[src/rtl/srl_tap_sequencer.sv]
// ----------------------------------------------------------------------------
// srl_tap_sequencer
//
// Drives a 16-stage x 32-bit addressable shift register (srl16x32e) used as
// the tap delay line of a decimating FIR filter.
//
// Samples are shifted into the delay line through a valid/ready handshake.
// After every DECIM accepted samples, the block sweeps the tap address
// across taps 0..NTAPS-1. Each tap is presented to a downstream MAC with
// first/last framing, and the MAC can apply backpressure. The delay line is
// frozen for the whole sweep, so every tap of one sweep comes from the same
// sample history.
//
// Parameters
//   NTAPS          number of taps swept (1..16)
//   DECIM          accepted samples per sweep (1..255)
//
// Ports
//   clk            rising-edge clock
//   rstn           asynchronous active-low reset
//   in_valid       source presents a sample on the srl16x32e d bus
//   in_ready       sequencer can accept a sample this cycle
//   srl_ce         srl16x32e shift enable (in_valid & in_ready)
//   srl_a          registered tap address to srl16x32e
//   tap_valid      srl_a holds a live tap this cycle
//   tap_first      current tap is tap 0 (MAC clears its accumulator)
//   tap_last       current tap is tap NTAPS-1
//   mac_ready      MAC consumes the current tap on this edge
//   result_strobe  one-cycle pulse: the MAC result of the last sweep is final
//   busy           a sweep is in progress
// ----------------------------------------------------------------------------
module srl_tap_sequencer #(
    parameter int NTAPS = 16,
    parameter int DECIM = 1
) (
    input  logic       clk,
    input  logic       rstn,
    input  logic       in_valid,
    output logic       in_ready,
    output logic       srl_ce,
    output logic [3:0] srl_a,
    output logic       tap_valid,
    output logic       tap_first,
    output logic       tap_last,
    input  logic       mac_ready,
    output logic       result_strobe,
    output logic       busy
);

    localparam logic [3:0] LAST_TAP   = 4'(NTAPS - 1);
    localparam logic [7:0] DECIM_LAST = 8'(DECIM - 1);

    typedef enum logic {
        FILL  = 1'b0,
        SWEEP = 1'b1
    } state_t;

    state_t     state_q, state_d;
    logic [7:0] scnt_q, scnt_d;
    logic [3:0] srl_a_q, srl_a_d;
    logic       tap_valid_q, tap_valid_d;
    logic       tap_first_q, tap_first_d;
    logic       tap_last_q, tap_last_d;
    logic       result_strobe_q, result_strobe_d;
    logic       accept;

    // The handshake is purely combinational from the state, so a shift can
    // never happen while a sweep is reading the delay line.
    assign in_ready = (state_q == FILL);
    assign accept   = in_valid & in_ready;
    assign srl_ce   = accept;
    assign busy     = (state_q == SWEEP);

    assign srl_a         = srl_a_q;
    assign tap_valid     = tap_valid_q;
    assign tap_first     = tap_first_q;
    assign tap_last      = tap_last_q;
    assign result_strobe = result_strobe_q;

    // Next-state logic. All tap outputs are computed one cycle ahead so that
    // they leave the block straight from flops. In FILL the tap outputs stay
    // at zero because they are cleared on every exit from SWEEP.
    always_comb begin
        state_d         = state_q;
        scnt_d          = scnt_q;
        srl_a_d         = srl_a_q;
        tap_valid_d     = tap_valid_q;
        tap_first_d     = tap_first_q;
        tap_last_d      = tap_last_q;
        result_strobe_d = 1'b0;

        case (state_q)
            FILL: begin
                if (accept) begin
                    if (scnt_q == DECIM_LAST) begin
                        scnt_d      = 8'd0;
                        state_d     = SWEEP;
                        srl_a_d     = 4'd0;
                        tap_valid_d = 1'b1;
                        tap_first_d = 1'b1;
                        // A single-tap filter starts and ends on the same tap.
                        tap_last_d  = (LAST_TAP == 4'd0);
                    end else begin
                        scnt_d = scnt_q + 8'd1;
                    end
                end
            end

            SWEEP: begin
                if (mac_ready) begin
                    if (tap_last_q) begin
                        state_d         = FILL;
                        srl_a_d         = 4'd0;
                        tap_valid_d     = 1'b0;
                        tap_first_d     = 1'b0;
                        tap_last_d      = 1'b0;
                        result_strobe_d = 1'b1;
                    end else begin
                        srl_a_d     = srl_a_q + 4'd1;
                        tap_first_d = 1'b0;
                        tap_last_d  = ((srl_a_q + 4'd1) == LAST_TAP);
                    end
                end
            end

            default: begin
                state_d = FILL;
            end
        endcase
    end

    // Reset drops straight back to FILL. A sweep that is cut short by reset
    // never produces a result strobe.
    always_ff @(posedge clk or negedge rstn) begin
        if (!rstn) begin
            state_q         <= FILL;
            scnt_q          <= 8'd0;
            srl_a_q         <= 4'd0;
            tap_valid_q     <= 1'b0;
            tap_first_q     <= 1'b0;
            tap_last_q      <= 1'b0;
            result_strobe_q <= 1'b0;
        end else begin
            state_q         <= state_d;
            scnt_q          <= scnt_d;
            srl_a_q         <= srl_a_d;
            tap_valid_q     <= tap_valid_d;
            tap_first_q     <= tap_first_d;
            tap_last_q      <= tap_last_d;
            result_strobe_q <= result_strobe_d;
        end
    end

endmodule

[config.mk]
export PLATFORM = sky130hd
export DESIGN_NAME = srl_tap_sequencer
export DESIGN_NICKNAME = d
export VERILOG_FILES = /design/src/rtl/srl_tap_sequencer.sv
export SDC_FILE = /design/constraint.sdc
export NUM_CORES = 1
export LEC_CHECK = 0
export CAP_MARGIN = 0
export CORE_UTILIZATION = 30
export CTS_BUF_LIST = sky130_fd_sc_hd__clkbuf_16
export DETAILED_ROUTE_END_ITERATION = 6
export GPL_TIMING_DRIVEN = 0
export PLACE_DENSITY = 0.61
export SLEW_MARGIN = 20
export SYNTH_ARGS = -nofsm -noshare
export SYNTH_HDL_FRONTEND = slang
export SYNTH_SLANG_ARGS = --single-unit
[constraint.sdc]
create_clock -name clk -period 4.35 [get_ports clk]
set_input_delay 0.87 -clock clk [delete_from_list [all_inputs] [get_ports clk]]
set_output_delay 0.87 -clock clk [all_outputs]
set_load 0.01 [all_outputs]
==> metrics, run 1 <==
CP Cell Sequence=clkdlybuf4s50_1 -> nand2b_1 -> clkinv_1 -> clkdlybuf4s50_1; Core Footprint=approximately 2500 µm²; Num Clock Sinks=17; H-tree depth=1; Total Nets Final=roughly 100; Die Area=3000 µm²; cts repair resizes=0; tightest hold margin=about 480 ps; Worst setup EP type=output pin; max_slew headroom=between 40% and 50%; Worst Max-Slew Pin Slew=754 ps; cell family with most CP delay=buffers and inverters; final clock skew=~2.4 ps; Row Count=18; die extent in y=roughly 55 µm; cell mode on critical path=clkdlybuf4s50_1; hold_buf cts=0; TritonCTS clock tree=done; max cap viols=0; Wirelength per Cell=about 13 µm; RD Place Congestion=0.727; Synth Instances=76; CP bufs+invs=3; Startpoint Class=primary input; pin count of the biggest net entering global routing=18; vias in the first global route=595; yosys synthesis warning count=0; drt initial violations=6; gr ovfl total=0; max-slew violations=0; peak supply drop=between 300 and 400 µV; share of layout cells above drive strength 1=under 10%; hold crit path type=register to register; post-CTS setup buffers=0; Clock Path Buffers=2; period utilization=between 70% and 80%; CTS Root Cell=clkbuf_16; Synth Cell Area=836 µm²; final WL=~1600 µm; Tot GR Track Use=between 10% and 20%; Req. time, crit path=between 3000 and 4000 ps; Max stage delay cell, worst path=clkdlybuf4s50_1; setup violators final=0; io pins=15; Worst Path Max Fanout=8; Area growth syn-to-layout=30.7%; most common cell after layout, fill and taps aside=dfrtp_1; # diodes=0; DP Area=1010 µm²; Die Width=around 55 µm; routed vias/inst=5.03; RSZ-0062 raised after global routing=no; total number of vias=624; Seq/Total Area, Yosys=approximately half; Max Fclk=around 310 MHz; crit path time final=between 3000 and 4000 ps; Yosys cell types=25; DR pass1 iterations=3; arrival time worst endpoint=2310 ps; Syn Nets=84; Avg Synthesized Cell Area=approximately 11 µm²; CTS Buf Count=3; initial antenna violation count=0; residual DRC count=0; Final HPWL DP=1140 µm; CTS clock-pin slew for the worst setup and hold paths=50 ps; fillers=252; Post-DRT Antenna Nets=0; Total Negative Setup Slacks=0 ps; Worst-Skew Late Latency=approximately 240 ps; Final Cell Area=between 1000 and 1500 µm²; outcome=finished clean; Leakage=0.506 nW; CP Class=primary input to output pin; Starting Density=32.8%; global-route wire length before repair=approximately 2700 µm; Port Buffers=14; pwr/cell area=around 650 nW/µm²; final count of hold timing violations=0; slowest stage delay, CP=around 540 ps; #FFs+latches synth=17; commonest non-fill, non-tap cells in the layout=dfrtp_1 (17), clkdlybuf4s50_1 (14), inv_1 (7)
-- cells by family (layout without fill, tap and decap cells) --
family | count (synthesis) | in the layout | synth area share [%]
xor gates and xnor gates | 8 | 8 | 8.38
AOI/OAI and AO/OA | 13 | 13 | 11.2
buffers and inverters | 7 | 25 | 3.14
adders and majority gates | 4 | 4 | 5.99
muxes | 3 | 3 | 4.04
DFF | 17 | 17 | 50.9
and+or+nand+nor | 24 | 24 | 16.3
-- cell usage after synthesis --
| cell type | instances | share of area [%] |
|---|---|---|
| a21oi_1 | 1 | 0.60 |
| a22o_1 | 2 | 2.1 |
| and3_1 | 1 | 0.75 |
| and4b_1 | 1 | 1.2 |
| clkinv_1 | 1 | 0.45 |
| dfrtp_1 | 17 | 51 |
| ha_1 | 4 | 6.0 |
| inv_1 | 6 | 2.7 |
| mux2_1 | 3 | 4.0 |
| nand2_1 | 6 | 2.7 |
| nand2b_1 | 2 | 1.5 |
| nand3_1 | 1 | 0.60 |
| nand3b_1 | 1 | 0.90 |
| nand4_1 | 4 | 3.0 |
| nor2_1 | 5 | 2.2 |
| o21ai_0 | 3 | 1.8 |
| o22ai_1 | 1 | 0.75 |
| o311ai_0 | 2 | 2.1 |
| o31a_1 | 2 | 2.1 |
| o31ai_1 | 2 | 1.8 |
| or3_1 | 1 | 0.75 |
| or3b_2 | 1 | 1.0 |
| or4b_4 | 1 | 1.6 |
| xnor2_1 | 6 | 6.3 |
| xor2_1 | 2 | 2.1 |
-- layout make-up --
cell class                      instances  area (µm²)  share of cell area (%)
Sequential cell                        17         425                    38.9
Timing Repair Buffer                   14         140                    12.8
Inverter                                7        26.3                    2.41
Tap cell                               30        37.5                    3.44
Multi-Input combinational cell         52         384                    35.2
Clock inverter                          1        3.75                   0.344
Clock buffer                            3        75.1                    6.87
-- power by group --
group          internal, W  switching (W)
sequential        0.000203      0.0000542
combinational     0.000147       0.000131
clock             0.000122      0.0000560
total             0.000472       0.000242
-- path summary, 6_finish.rpt --
path	slack, ps	from	depth (start not counted)	end
setup / recovery	1170	in_valid	4	srl_ce
min in group asynchronous	1070	rstn	1	scnt_q[6]
setup reg to reg	2350	scnt_q[0]	5	srl_a[0]
max in group asynchronous	2800	rstn	1	busy
hold / removal	480	scnt_q[7]	1	scnt_q[7]
hold reg to reg	480	scnt_q[7]	1	scnt_q[7]
-- sequential cells by signal, summed over array words and instances (netlist names) --
signal,flops
busy,1
tap_first,1
result_strobe,1
scnt_q,8
tap_valid,1
srl_a,4
tap_last,1
-- worst reg2reg max path: cells and delay by family (launching register included) --
family / cells / cell delay [ps]
and+or+nand+nor: 1 / 500
adders and majority gates: 1 / 130
DFF: 1 / 450
buffers and inverters: 1 / 90
muxes: 1 / 330
AOI/OAI and AO/OA: 1 / 380
-- routing by layer --
metal / GRT usage, % / share of wire (%) / vias up
li1: - / - / 307
met1: 16.6 / 51 / 304
met2: 19.5 / 43 / 11
met3: 5.28 / 5.4 / 2
met4: 5.13 / 0.63 / 0
met5: 0 / 0 / -
-- per-stage QoR --
stage	worst slack [ps]	std cells	total power, W	utilization, %
floorplan	2290	76	0.000412	-
detailed placement	1190	120	0.000538	39.8
CTS	1180	124	0.000723	42.9
finish	1170	124	0.000713	42.9
global route	1120	124	0.000763	42.9
global placement	1200	120	0.000528	39.8
(Power assumes the default switching activity.)
==> run 2, diff against run 1 <==
--- a/config.mk
+++ b/config.mk
@@ -10,7 +10,7 @@
 export CTS_BUF_LIST = sky130_fd_sc_hd__clkbuf_16
 export DETAILED_ROUTE_END_ITERATION = 6
 export GPL_TIMING_DRIVEN = 0
-export PLACE_DENSITY = 0.61
+export PLACE_DENSITY = 0.62
 export SLEW_MARGIN = 20
 export SYNTH_ARGS = -nofsm -noshare
 export SYNTH_HDL_FRONTEND = slang
==> constraint.sdc (replaced) <==
create_clock -name clk -period 2.7 [get_ports clk]
set_input_delay 0.54 -clock clk [delete_from_list [all_inputs] [get_ports clk]]
set_output_delay 0.54 -clock clk [all_outputs]
set_load 0.01 [all_outputs]
==> run 2 against run 1 <==
- global-route usage up 0.72 points
- combinational power up 61%
- wire length up 1.6%
- utilization about the same
==> metrics, run 2 (same netlist as run 1, synthesis figures left out) <==
outcome=finished clean; Util after Layout=43.0% (+0.049 points); drt initial violations=11 (+5); hold crit path type=register to register; Pwr Total=0.00115 W (+62%); peak supply drop=695 µV (+77%); Row Count=18 (unchanged); Worst setup EP type=output pin; register area=425 µm² (unchanged); RD Place Congestion=0.695 (-4.5%); max cap viols=0 (unchanged); routed vias/inst=5.10 (+1.3%); io pins=15 (unchanged); Largest Register=scnt_q; max-slew violations=0 (unchanged); hold_buf cts=0 (unchanged); gr ovfl total=0 (unchanged); crit path time final=2500 ps; Starting Density=32.8% (unchanged); RSZ-0062 raised after global routing=no; Req. time, crit path=2160 ps (-1320 ps); Clock Path Buffers=2 (unchanged); Die Width=54.8 µm (unchanged); final clock skew=2.38 ps (-0.0513 ps); fillers=247 (-2.0%); pwr/cell area=1050 nW/µm² (+61%); Worst Path Max Fanout=8 (unchanged); die extent in y=54.8 µm (unchanged); Wirelength per Cell=13.0 µm (+1.6%); Max Fclk=400 MHz; CTS clock-pin slew for the worst setup and hold paths=50 ps (about the same); Startpoint Class=primary input; Post-DRT Antenna Nets=0 (unchanged); period utilization=92.7%; Worst Max-Slew Pin Slew=753 ps (-0.714 ps); Port Buffers=14 (unchanged); TritonCTS clock tree=done; Num Clock Sinks=17 (unchanged); final WL=1610 µm (+1.6%); post-CTS setup buffers=0 (unchanged); Area growth syn-to-layout=30.8%; initial antenna violation count=0 (unchanged); # diodes=0 (unchanged); H-tree depth=1 (unchanged); cts repair resizes=0 (unchanged); Worst-Skew Late Latency=250 ps (about the same); Final Cell Area=1090 µm² (+0.11%); Die Area=3000 µm² (unchanged); final count of hold timing violations=0 (unchanged); Total Nets Final=103 (unchanged); commonest non-fill, non-tap cells in the layout=dfrtp_1 (17), clkdlybuf4s50_1 (14), inv_1 (6), nand2_1 (6), xnor2_1 (6); max_slew headroom=49.6% (about the same); vias in the first global route=641 (+7.7%); share of layout cells above drive strength 1=6.38% (+1.1 points); global-route wire length before repair=2840 µm (+5.6%); arrival time worst endpoint=1960 ps (-350 ps); CTS Buf Count=3 (unchanged); Tot GR Track Use=13.8% (+0.72 points); CTS Root Cell=clkbuf_16; Total Negative Setup Slacks=0 ps (unchanged); total number of vias=632 (+1.3%); area of the multi-input gates=384 µm² (unchanged); Final HPWL DP=1170 µm (+3.5%); pin count of the biggest net entering global routing=18 (unchanged); Core Footprint=2540 µm² (unchanged); final cell count without fillers=124 (unchanged); most common cell after layout, fill and taps aside=dfrtp_1; max FFs per register=8 (unchanged); DP Area=1010 µm² (unchanged); Leakage=0.504 nW (-0.28%); setup violators final=0 (unchanged); DR pass1 iterations=4 (+1); CP Class=primary input to output pin; placed insts=120 (unchanged); residual DRC count=0 (unchanged)
run 2: cell types whose count changed in the layout (fill, tap and decap cells not counted):
cell / before / now
clkinv_2: 0 / 1
inv_1: 7 / 6
run 2: stage by stage:
stage	hold slack [ps]	setup WS [ps]
after global routing	514	128
after CTS	483	195
after global placement	469	199
final	483	198
after detailed placement	472	206
after floorplan	244	846
run 2: critical path: stages:
cell	delay, ps
clkdlybuf4s50_1	470
nand2b_1	200
clkinv_1	220
clkdlybuf4s50_1	540
run 2: per-layer routing:
layer | part of all wire, % | global-route usage (%)
met1 | 49 | 17.5
met3 | 4.7 | 5.83
met4 | 1.1 | 5.13
met5 | 0 | 0
met2 | 45 | 20.5
run 2: final cells by class:
type                            count  area share, %
Timing Repair Buffer               14           12.8
Sequential cell                    17           38.9
Inverter                            7           2.40
Multi-Input combinational cell     52           35.1
Clock buffer                        3           6.86
Tap cell                           30           3.43
Clock inverter                      1          0.458
run 2: path summary, 6_finish.rpt:
path | from | to | slack, ps | cells past startpoint
setup / recovery | in_valid | srl_ce | 200 | 4
hold / removal | scnt_q[7] | scnt_q[7] | 480 | 1
setup reg to reg | scnt_q[0] | srl_a[2] | 690 | 5
hold reg to reg | scnt_q[7] | scnt_q[7] | 480 | 1
max in group asynchronous | rstn | srl_a[1] | 1490 | 1
min in group asynchronous | rstn | scnt_q[3] | 740 | 1
run 2: power by group:
part | leakage, nW | internal, W | switching, W | total, W
Sequential | 0.220 | 0.000326 | 0.0000839 | 0.000410
Clock | 0.0409 | 0.000198 | 0.0000957 | 0.000294
Combinational | 0.243 | 0.000236 | 0.000212 | 0.000448
